File: src/rtl/hdmi_pixel_if.sv
// Pixel-pipeline to HDMI-transmitter signal bundle for hdmi_pixel_port.
// The test_en input exists only when HDMI_TEST_PATTERN_EN is defined.
interface hdmi_pixel_if;
  // No valid/ready pair: display_enable qualifies each clk's pixel and the port never stalls.
  logic cga_mode, video, intensity, r, g, b;
  logic hsync, vsync, display_enable, switch2, switch3;
`ifdef HDMI_TEST_PATTERN_EN
  logic test_en;
`endif
  logic hdmi_red, hdmi_grn, hdmi_blu, hdmi_int, hdmi_grn_int;
  logic hdmi_hs, hdmi_vs, hdmi_de, hdmi_clk;

  modport master (
    output cga_mode, video, intensity, r, g, b,
    output hsync, vsync, display_enable, switch2, switch3,
    input  hdmi_red, hdmi_grn, hdmi_blu, hdmi_int, hdmi_grn_int,
    input  hdmi_hs, hdmi_vs, hdmi_de, hdmi_clk
`ifdef HDMI_TEST_PATTERN_EN
    , output test_en
`endif
  );

  modport slave (
    input  cga_mode, video, intensity, r, g, b,
    input  hsync, vsync, display_enable, switch2, switch3,
    output hdmi_red, hdmi_grn, hdmi_blu, hdmi_int, hdmi_grn_int,
    output hdmi_hs, hdmi_vs, hdmi_de, hdmi_clk
`ifdef HDMI_TEST_PATTERN_EN
    , input test_en
`endif
  );
endinterface

File: src/rtl/hdmi_pixel_port.sv
// MDA/CGA pixel pipeline to HDMI transmitter: divided pixel clock, frame-locked palette,
// delay-aligned colour/sync/DE. Define HDMI_TEST_PATTERN_EN to add the 8-bar test pattern.
module hdmi_pixel_port #(
  parameter int CLK_DIV    = 2,
  parameter int PIPE_DELAY = 1,
  parameter int DE_DELAY   = 1
) (
  input logic        clk,
  input logic        reset,
  hdmi_pixel_if.slave port
);
  localparam int CW       = $clog2(CLK_DIV);
  localparam int DE_DEPTH = PIPE_DELAY + DE_DELAY;
  localparam logic [CW-1:0] CNT_MAX  = CW'(CLK_DIV - 1);
  localparam logic [CW-1:0] CNT_HALF = CW'(CLK_DIV / 2);
`ifdef HDMI_TEST_PATTERN_EN
  localparam int CFG_W = 4;
`else
  localparam int CFG_W = 3;
`endif

  logic [CW-1:0]    cnt;
  logic             hdmi_clk_q;
  logic [CFG_W-1:0] cfg_in, cfg_s1, cfg_s2, cfg_c;
  logic             vsync_d;
  logic [1:0]       sel;
  logic             mode;
  logic             test_on;
  logic [2:0]       mda_rgb;
  logic [4:0]       colour;
  logic [6:0]       pipe_q [PIPE_DELAY];
  logic             de_q   [DE_DEPTH];

  always_ff @(posedge clk) begin
    if (reset) begin
      cnt        <= '0;
      hdmi_clk_q <= 1'b0;
    end else begin
      cnt        <= (cnt == CNT_MAX) ? '0 : cnt + 1'b1;
      hdmi_clk_q <= (cnt >= CNT_HALF);
    end
  end

  // Config bits: {[test_en,] cga_mode, switch2, switch3}
`ifdef HDMI_TEST_PATTERN_EN
  assign cfg_in  = {port.test_en, port.cga_mode, port.switch2, port.switch3};
  assign test_on = cfg_c[3];
`else
  assign cfg_in  = {port.cga_mode, port.switch2, port.switch3};
  assign test_on = 1'b0;
`endif
  assign sel  = cfg_c[1:0];
  assign mode = cfg_c[2];

  // Switches only take effect on a vsync rising edge so a frame is never painted in two palettes.
  always_ff @(posedge clk) begin
    if (reset) begin
      cfg_s1  <= '0;
      cfg_s2  <= '0;
      cfg_c   <= '0;
      vsync_d <= 1'b0;
    end else begin
      cfg_s1  <= cfg_in;
      cfg_s2  <= cfg_s1;
      vsync_d <= port.vsync;
      if (port.vsync && !vsync_d) cfg_c <= cfg_s2;
    end
  end

`ifdef HDMI_TEST_PATTERN_EN
  logic [9:0] px_cnt;
  always_ff @(posedge clk) begin
    if (reset || !port.display_enable) px_cnt <= '0;
    else if (cnt == CNT_MAX)           px_cnt <= px_cnt + 10'd1;
  end
`endif

  always_comb begin
    mda_rgb = 3'b010;
    case (sel)
      2'b01:   mda_rgb = 3'b110;
      2'b10:   mda_rgb = 3'b111;
      2'b11:   mda_rgb = 3'b100;
      default: mda_rgb = 3'b010;
    endcase
    if (mode) colour = {port.r, port.g, port.b, port.intensity, port.intensity};
    else      colour = {mda_rgb & {3{port.video}}, port.intensity, port.intensity};
    // CGA dark yellow is shown as brown: green drops to the low-intensity green LSB.
    if (mode && {port.r, port.g, port.b, port.intensity} == 4'b1100) colour = 5'b10001;
`ifdef HDMI_TEST_PATTERN_EN
    if (test_on) colour = {px_cnt[6:4], 2'b00};
`endif
    if (!test_on && 1'b0) colour = '0;
    if (!port.display_enable) colour = '0;
  end

  always_ff @(posedge clk) begin
    if (reset) begin
      for (int i = 0; i < PIPE_DELAY; i++) pipe_q[i] <= '0;
      for (int i = 0; i < DE_DEPTH; i++)   de_q[i]   <= 1'b0;
    end else begin
      pipe_q[0] <= {colour, port.hsync, port.vsync};
      for (int i = 1; i < PIPE_DELAY; i++) pipe_q[i] <= pipe_q[i-1];
      de_q[0] <= port.display_enable;
      for (int i = 1; i < DE_DEPTH; i++)   de_q[i]   <= de_q[i-1];
    end
  end

  assign port.hdmi_red     = pipe_q[PIPE_DELAY-1][6];
  assign port.hdmi_grn     = pipe_q[PIPE_DELAY-1][5];
  assign port.hdmi_blu     = pipe_q[PIPE_DELAY-1][4];
  assign port.hdmi_int     = pipe_q[PIPE_DELAY-1][3];
  assign port.hdmi_grn_int = pipe_q[PIPE_DELAY-1][2];
  assign port.hdmi_hs      = pipe_q[PIPE_DELAY-1][1];
  assign port.hdmi_vs      = pipe_q[PIPE_DELAY-1][0];
  assign port.hdmi_de      = de_q[DE_DEPTH-1];
  assign port.hdmi_clk     = hdmi_clk_q;
endmodule

File: src/flat_wrapper.sv
// flat-port wrapper written by rule: the top's interface ports become plain ports
module hdmi_pixel_port_flat 
#(
  parameter int CLK_DIV    = 2,
  parameter int PIPE_DELAY = 1,
  parameter int DE_DELAY   = 1
)
  (clk, reset, port_cga_mode, port_video, port_intensity, port_r, port_g, port_b, port_hsync, port_vsync, port_display_enable, port_switch2, port_switch3, port_hdmi_red, port_hdmi_grn, port_hdmi_blu, port_hdmi_int, port_hdmi_grn_int, port_hdmi_hs, port_hdmi_vs, port_hdmi_de, port_hdmi_clk);
  hdmi_pixel_if port_i ();
  input logic clk;
  input logic reset;
  input wire logic [$bits(port_i.cga_mode)-1:0] port_cga_mode;
  input wire logic [$bits(port_i.video)-1:0] port_video;
  input wire logic [$bits(port_i.intensity)-1:0] port_intensity;
  input wire logic [$bits(port_i.r)-1:0] port_r;
  input wire logic [$bits(port_i.g)-1:0] port_g;
  input wire logic [$bits(port_i.b)-1:0] port_b;
  input wire logic [$bits(port_i.hsync)-1:0] port_hsync;
  input wire logic [$bits(port_i.vsync)-1:0] port_vsync;
  input wire logic [$bits(port_i.display_enable)-1:0] port_display_enable;
  input wire logic [$bits(port_i.switch2)-1:0] port_switch2;
  input wire logic [$bits(port_i.switch3)-1:0] port_switch3;
  output wire logic [$bits(port_i.hdmi_red)-1:0] port_hdmi_red;
  output wire logic [$bits(port_i.hdmi_grn)-1:0] port_hdmi_grn;
  output wire logic [$bits(port_i.hdmi_blu)-1:0] port_hdmi_blu;
  output wire logic [$bits(port_i.hdmi_int)-1:0] port_hdmi_int;
  output wire logic [$bits(port_i.hdmi_grn_int)-1:0] port_hdmi_grn_int;
  output wire logic [$bits(port_i.hdmi_hs)-1:0] port_hdmi_hs;
  output wire logic [$bits(port_i.hdmi_vs)-1:0] port_hdmi_vs;
  output wire logic [$bits(port_i.hdmi_de)-1:0] port_hdmi_de;
  output wire logic [$bits(port_i.hdmi_clk)-1:0] port_hdmi_clk;
  assign port_i.cga_mode = port_cga_mode;
  assign port_i.video = port_video;
  assign port_i.intensity = port_intensity;
  assign port_i.r = port_r;
  assign port_i.g = port_g;
  assign port_i.b = port_b;
  assign port_i.hsync = port_hsync;
  assign port_i.vsync = port_vsync;
  assign port_i.display_enable = port_display_enable;
  assign port_i.switch2 = port_switch2;
  assign port_i.switch3 = port_switch3;
  assign port_hdmi_red = port_i.hdmi_red;
  assign port_hdmi_grn = port_i.hdmi_grn;
  assign port_hdmi_blu = port_i.hdmi_blu;
  assign port_hdmi_int = port_i.hdmi_int;
  assign port_hdmi_grn_int = port_i.hdmi_grn_int;
  assign port_hdmi_hs = port_i.hdmi_hs;
  assign port_hdmi_vs = port_i.hdmi_vs;
  assign port_hdmi_de = port_i.hdmi_de;
  assign port_hdmi_clk = port_i.hdmi_clk;
  hdmi_pixel_port #(.CLK_DIV(CLK_DIV), .PIPE_DELAY(PIPE_DELAY), .DE_DELAY(DE_DELAY)) u_core (.clk(clk), .reset(reset), .port(port_i));
endmodule
File: config.mk
export PLATFORM = sky130hd
export DESIGN_NAME = hdmi_pixel_port_flat
export DESIGN_NICKNAME = d
export VERILOG_FILES = /design/src/rtl/hdmi_pixel_if.sv /design/src/rtl/hdmi_pixel_port.sv /design/src/flat_wrapper.sv
export SDC_FILE = /design/constraint.sdc
export NUM_CORES = 1
export LEC_CHECK = 0
export CORE_MARGIN = 5
export CORE_UTILIZATION = 35
export DETAILED_ROUTE_END_ITERATION = 8
export PLACE_DENSITY = 0.62
export SYNTH_ARGS = -nofsm -noshare
export SYNTH_HDL_FRONTEND = slang
export SYNTH_SLANG_ARGS = --single-unit
File: constraint.sdc
create_clock -name clk -period 0.9 [get_ports clk]
set_input_delay 0.18 -clock clk [delete_from_list [all_inputs] [get_ports clk]]
set_output_delay 0.18 -clock clk [all_outputs]
set_load 0.01 [all_outputs]
==> results.md, run 1 <==
- Setup slack, reg-to-reg: -60 ps
- Worst EP arrival: between 1000 and 1500 ps
- Most frequent cells in the layout: dfxtp_1 (15), clkdlybuf4s50_1 (12), nor2b_1 (10)
- Hold Path Class: input port to flip-flop
- Area after DPL: approximately 900 µm²
- Worst-Skew Late Latency: 300 ps
- Commonest non-fill, non-tap cell in the layout: dfxtp_1
- Avg Vias per Cell: 4.248
- Max-slew violation count: 0
- Critical path launch point: u_core.pipe_q[0][0]
- Critical R2R Launch: u_core.pipe_q[0][0]
- Fin nets: around 100
- Syn Area/Cell: roughly 11 µm²
- Final worst setup slack: -64.10 ps
- Max VDD drop: 0.001060 V
- Synthesis-stage register bit count: 20
- Share of cells above drive strength 1: 0.3214
- Final Hold Fails: 0
- Reg power frac: 0.513
- Mapped Area: 633.1 µm²
- Overall global routing resource usage: 0.08940
- R2R cell count: 3
- Setup Fix Bufs, Post-CTS: 0
- P&R area growth vs syn: 49.21%
- Worst-path clk slew: ~110 ps
- H-tree depth: 1
- Mapped Cells: between 50 and 60
- GP Congestion: a little over 0.7
- LEAKAGE: just over 0.4 nW
- WL/cell: approximately 10 µm
- Internal: approximately 0.0015 W
- Clk root buf: clkbuf_4
- Worst Path Required: ~1100 ps
- Register area share after synthesis: 0.6324
- Fin Hold WS: 409.0 ps
- Layout fillers: around 170
- Syn nets: 69
- Row count: 15
- Final setup viols: 12
- Post-route ant nets: 0
- Diodes inserted: 0
- Die extent in x: roughly 53 µm
- Drt drc: 0
- Slew @ Worst Pin: between 150 and 200 ps
- Crit share post-route: 1.071
- Vias: about 460
- Failing checks: setup timing
- Outcome: complete, but fails checks
- Footprint of the multi-input gates: 227.7 µm²
- Yosys cell types: 17
- Number of buffers added on ports: 21
- RSZ-0062 raised after global routing: true
- Die ar.: around 0.0028 mm²
- Crit-path max FO: 3
- Final min period: just under 1000 ps
- Largest net degree at the start of global routing: 14
- Drt first pass iters: 3
- Share of total power in combinational logic: 0.089
- Initial antenna violation count: 0
- FF+latch area: 409.1 µm²
- RR Endpoint: u_core.cfg_c[0]
- CTS tree: done
- Clk_skew: around 6 ps
- Net Sw Power: roughly 0.00034 W
- Cts hold-fix bufs: 0
- Drt total wl: approximately 1100 µm
- Design area: around 940 µm²
- CORE AREA: approximately 0.0017 mm²
- Grt ovf: 0
- Sw Ratio: 0.1884
- # IOs: 22
- Cell Pwr Density: just under 2000 mW/mm²
- Startpoint types: flip-flop
- WS Path Type: flip-flop to flip-flop
- DPL Wire Length: 798.3 µm
- Crit end category: flip-flop
- Number of clock sinks: 20
- Clock share of power: 0.398
- Initial Util: 0.3667
- Inserted Clock Buffers: 3
- DIE HEIGHT: approximately 53 µm
- Vias in the first global route: 410
- First-pass GRT wire length: 1690 µm
- Ys Warns: 0
- Slew headroom: 0.8748
- Fmax: 1.037 GHz
- Starting DRT DRC Count: 2
- CTS max path bufs: 2
- Crit path to: u_core.cfg_c[0]
- Maxcap violations: 0
## worst min path at each step
| stage | from | endpoint | slack [ps] | cells after the start |
|---|---|---|---|---|
| final | port_hsync | u_core.pipe_q[0][1] | 410 | 2 |
| after detailed placement | u_core.cnt | u_core.cnt | 400 | 1 |
| after global placement | u_core.cnt | u_core.cnt | 390 | 1 |
| after floorplan | reset | u_core.cfg_s1[0] | 250 | 1 |
| after global routing | port_cga_mode | u_core.cfg_s1[2] | 390 | 2 |
| after CTS | port_cga_mode | u_core.cfg_s1[2] | 400 | 2 |
## metrics by stage
step | power, W | util | std cells | TNS [ps] | setup slack, ps
final | 0.001818 | 0.5471 | 109 | -293.2 | -64.10
after global routing | 0.001898 | 0.5471 | 109 | -851.8 | -120.1
after global placement | 0.001117 | 0.5217 | 105 | -5034 | -274.6
after floorplan | 0.001012 | - | 56 | 0 | 9.724
after CTS | 0.001847 | 0.5348 | 109 | -487.1 | -53.23
after detailed placement | 0.001120 | 0.5217 | 105 | -5307 | -321.4
## worst max-delay path, stage by stage (launching register included)
cell     delay (ps)
dfxtp_2         340
and2b_2         260
mux2i_2         230
nor2_1           50
## power by group through the flow
stage | logic [W] | registers (W) | clock network (W)
after floorplan | 0.0000514 | 0.000960 | 0
after global placement | 0.000164 | 0.000953 | 0
after detailed placement | 0.000166 | 0.000954 | 0
after CTS | 0.000158 | 0.000935 | 0.000755
after global routing | 0.000174 | 0.000939 | 0.000785
final | 0.000161 | 0.000934 | 0.000724
## layer usage
layer  global-route usage  share of wire  vias to the layer above
li1                     -              -                      239
met1              0.08666           0.38                      204
met2               0.1343           0.49                       15
met3              0.03419          0.075                        5
met4               0.1021          0.051                        0
met5                    0              0                        -
## cells in the mapped netlist
cell      number  area [µm²]
dfxtp_1       20       400.4
nor2b_1       10       62.56
nor2_1         6       22.52
mux2i_1        3       30.03
nand2_1        3       11.26
and2_1         2       12.51
o21ai_0        2       10.01
a21boi_1       1       7.510
a21oi_1        1       5.000
a32oi_1        1       8.760
and2b_2        1       8.760
buf_2          1       5.000
inv_1          1       3.750
nand3b_1       1       7.510
nand4b_2       1       15.01
nor2b_4        1       13.76
o21ai_2        1       8.760
## what timing repair did
item / 4_1_cts / 5_1_grt
setup endpoints to repair: 14 / 15
gates resized for setup: 40 / 7
pin swaps: 0 / 2
cloned: 0 / 0
## logic make-up (layout without fill, tap and decap cells)
family	after synthesis	in the layout	share of synthesized area
buffers and inverters	2	30	0.01382
multiplexers	3	3	0.04743
AND/OR/NAND/NOR	25	25	0.2431
AO/OA/AOI/OAI	6	6	0.06324
flip-flops	20	20	0.6324
## sequential cells by signal, indices dropped and copies added (netlist names)
name	cells
u_core.cfg_s2	3
u_core.cnt	1
u_core.cfg_c	3
u_core.port.hdmi_clk	1
u_core.pipe_q	7
u_core.cfg_s1	3
u_core.de_q	2
## final cells by class
type | count | area share
Multi-Input combinational cell | 34 | 0.2411
Inverter | 1 | 0.003974
Clock buffer | 3 | 0.02384
Timing Repair Buffer | 25 | 0.2331
Clock inverter | 1 | 0.03179
Sequential cell | 20 | 0.4331
Tap cell | 25 | 0.03311
(Power assumes the default switching activity.)
==> run 2: changes to the inputs <==
==> constraint.sdc (replaced) <==
create_clock -name clk -period 1.25 [get_ports clk]
set_input_delay 0.25 -clock clk [delete_from_list [all_inputs] [get_ports clk]]
set_output_delay 0.25 -clock clk [all_outputs]
set_load 0.01 [all_outputs]
==> results.md, run 2 (same netlist as run 1, synthesis figures left out) <==
- Reg with most FFs: u_core.pipe_q (unchanged)
- H-tree depth: 1 (unchanged)
- CTS max path bufs: 2 (unchanged)
- Starting DRT DRC Count: 0 (was 2)
- Drt drc: 0 (unchanged)
- Fin util: 0.5145 (was 0.5471)
- Crit end category: output pin (was flip-flop)
- DIE HEIGHT: 52.53 µm (unchanged)
- Busiest grt layer: met2 (unchanged)
- Die ar.: 0.002759 mm² (unchanged)
- Slew headroom: 0.8246 (was 0.8748)
- Diodes inserted: 0 (unchanged)
- Post-route ant nets: 0 (unchanged)
- Overall Power: 0.001055 W (was 0.001818 W)
- Initial Util: 0.3667 (unchanged)
- Cell Pwr Density: 1188 mW/mm² (was 1925 mW/mm²)
- Share of total power in combinational logic: 0.100 (was 0.089)
- CORE AREA: 0.001727 mm² (unchanged)
- GP Congestion: 0.7443 (was 0.7190)
- Clk root buf: clkbuf_4 (unchanged)
- RSZ-0062 raised after global routing: false (was true)
- Final min period: between 1000 and 1500 ps
- CTS tree: done (unchanged)
- Worst Path Required: 1000 ps (was 1110 ps)
- Worst-Skew Late Latency: 280 ps (was 300 ps)
- Overall global routing resource usage: 0.09366 (was 0.08940)
- Max-slew violation count: 0 (unchanged)
- Net Sw Power: 0.0002136 W (was 0.0003426 W)
- Largest net degree at the start of global routing: 14 (unchanged)
- Crit share post-route: 0.8957
- Worst EP arrival: 870 ps (was 1170 ps)
- Maxcap violations: 0 (unchanged)
- Drt first pass iters: 1 (was 3)
- Worst-path cell chain: dlygate4sd2_1 (was and2b_2 -> mux2i_2 -> nor2_1)
- Hold Path Class: flip-flop to flip-flop (was input port to flip-flop)
- Layout fillers: 181 (was 171)
- Row count: 15 (unchanged)
- DPL Wire Length: 797.8 µm (was 798.3 µm)
- WS Path Type: flip-flop to output pin (was flip-flop to flip-flop)
- Met1 GRT Util: 0.09565 (was 0.08666)
- Reg power frac: 0.636 (was 0.513)
- Number of clock sinks: 20 (unchanged)
- Top delay family on crit path: flip-flops (unchanged)
- # IOs: 22 (unchanged)
- Clk_skew: 4.634 ps (was 6.036 ps)
- Fin nets: 95 (was 98)
- CP max-delay cell: dfxtp_1 (was dfxtp_2)
- Most frequent cells in the layout: dfxtp_1 (20), clkdlybuf4s50_1 (12), nor2b_1 (10) (was dfxtp_1 (15), clkdlybuf4s50_1 (12), nor2b_1 (10))
- Sw Ratio: 0.2024 (was 0.1884)
- Largest register FFs: 7 (unchanged)
- Outcome: completed (was complete, but fails checks)
- Slew @ Worst Pin: 262.7 ps (was 187.8 ps)
- Drt total wl: 1004 µm (was 1122 µm)
- Setup Fix Bufs, Post-CTS: 0 (unchanged)
- Cts hold-fix bufs: 0 (unchanged)
- Vias: 438 (was 463)
- Initial antenna violation count: 0 (unchanged)
- Worst-path clk slew: 90 ps (was 110 ps)
- LEAKAGE: 0.3891 nW (was 0.4023 nW)
- Die extent in x: 52.53 µm (unchanged)
- Met3 Track Usage GR: 0.03134 (was 0.03419)
- WL/cell: 9.562 µm (was 10.29 µm)
- Max VDD drop: 0.0006663 V (was 0.001060 V)
- First-pass GRT wire length: 1856 µm (was 1690 µm)
- Internal: 0.0008417 W (was 0.001476 W)
- Startpoint types: flip-flop (unchanged)
- Commonest non-fill, non-tap cell in the layout: dfxtp_1 (unchanged)
- Share of cells above drive strength 1: 0.1000 (was 0.3214)
- CP max stage delay: 330 ps (was 340 ps)
- GRT met2 Usage: 0.1591 (was 0.1343)
- Number of buffers added on ports: 21 (unchanged)
- Final setup viols: 0 (was 12)
- Avg Vias per Cell: 4.171 (was 4.248)
- WP buf/inv: 1 (was 0)
- P&R area growth vs syn: 40.32% (was 49.21%)
- Inserted Clock Buffers: 3 (unchanged)
- Vias in the first global route: 461 (was 410)
- Final Hold Fails: 0 (unchanged)
- Crit-path max FO: 2 (was 3)
- Clock share of power: 0.264 (was 0.398)
- Fmax: between 0.8 and 0.9 GHz
- Grt ovf: 0 (unchanged)
-- run 2: final timing paths --
kind | slack, ps | cells after the start | endpoint | startpoint
worst max-delay path | 130 | 1 | port_hdmi_vs | u_core.pipe_q[0][0]
worst min-delay path | 410 | 1 | u_core.cnt | u_core.cnt
worst max register to register | 270 | 3 | u_core.pipe_q[0][4] | u_core.cfg_c[2]
worst min register to register | 410 | 1 | u_core.cnt | u_core.cnt
-- run 2: per-stage QoR --
| step | cells | setup slack (ps) | hold WS [ps] | area [µm²] | setup TNS [ps] |
|---|---|---|---|---|---|
| 3_3_place_gp | 102 | -7.534 | 390.9 | 877.1 | -7.534 |
| 2_1_floorplan | 56 | 348.2 | 321.6 | 633.1 | 0 |
| 6_report | 105 | 130.3 | 408.4 | 888.4 | 0 |
| 3_5_place_dp | 102 | -39.64 | 396.8 | 877.1 | -120.8 |
| 5_1_grt | 105 | 68.76 | 434.2 | 888.4 | 0 |
| 4_1_cts | 105 | 110.2 | 410.4 | 888.4 | 0 |
-- run 2: repair_timing --
item                                    in CTS  in global routing
endpoints found under the setup margin       9                  0
resized for setup                            9                  0
endpoints found under the hold margin        0                  0
-- run 2: per-layer routing --
layer | routed length, µm | vias up
met5 | 0 | -
met4 | 23 | 0
met3 | 74 | 2
met2 | 483 | 12
met1 | 422 | 195
li1 | - | 229
-- run 2: cell type report --
cell class                 instances  area (µm²)  share of cell area
clock buffer                       3       22.52             0.02535
tap                               25       31.28             0.03521
multi-input combinational         34       224.0              0.2521
inverter                           1       3.754            0.004225
timing repair buffer              22       206.4              0.2324
sequential                        20       400.4              0.4507
-- run 2: power groups by stage --
stage | combinational (W) | clock [W] | sequential [W]
after floorplan | 0.0000370 | 0 | 0.000691
after global placement | 0.000113 | 0 | 0.000686
after detailed placement | 0.000115 | 0 | 0.000687
after CTS | 0.000107 | 0.000295 | 0.000671
after global routing | 0.000116 | 0.000321 | 0.000675
final | 0.000106 | 0.000279 | 0.000671
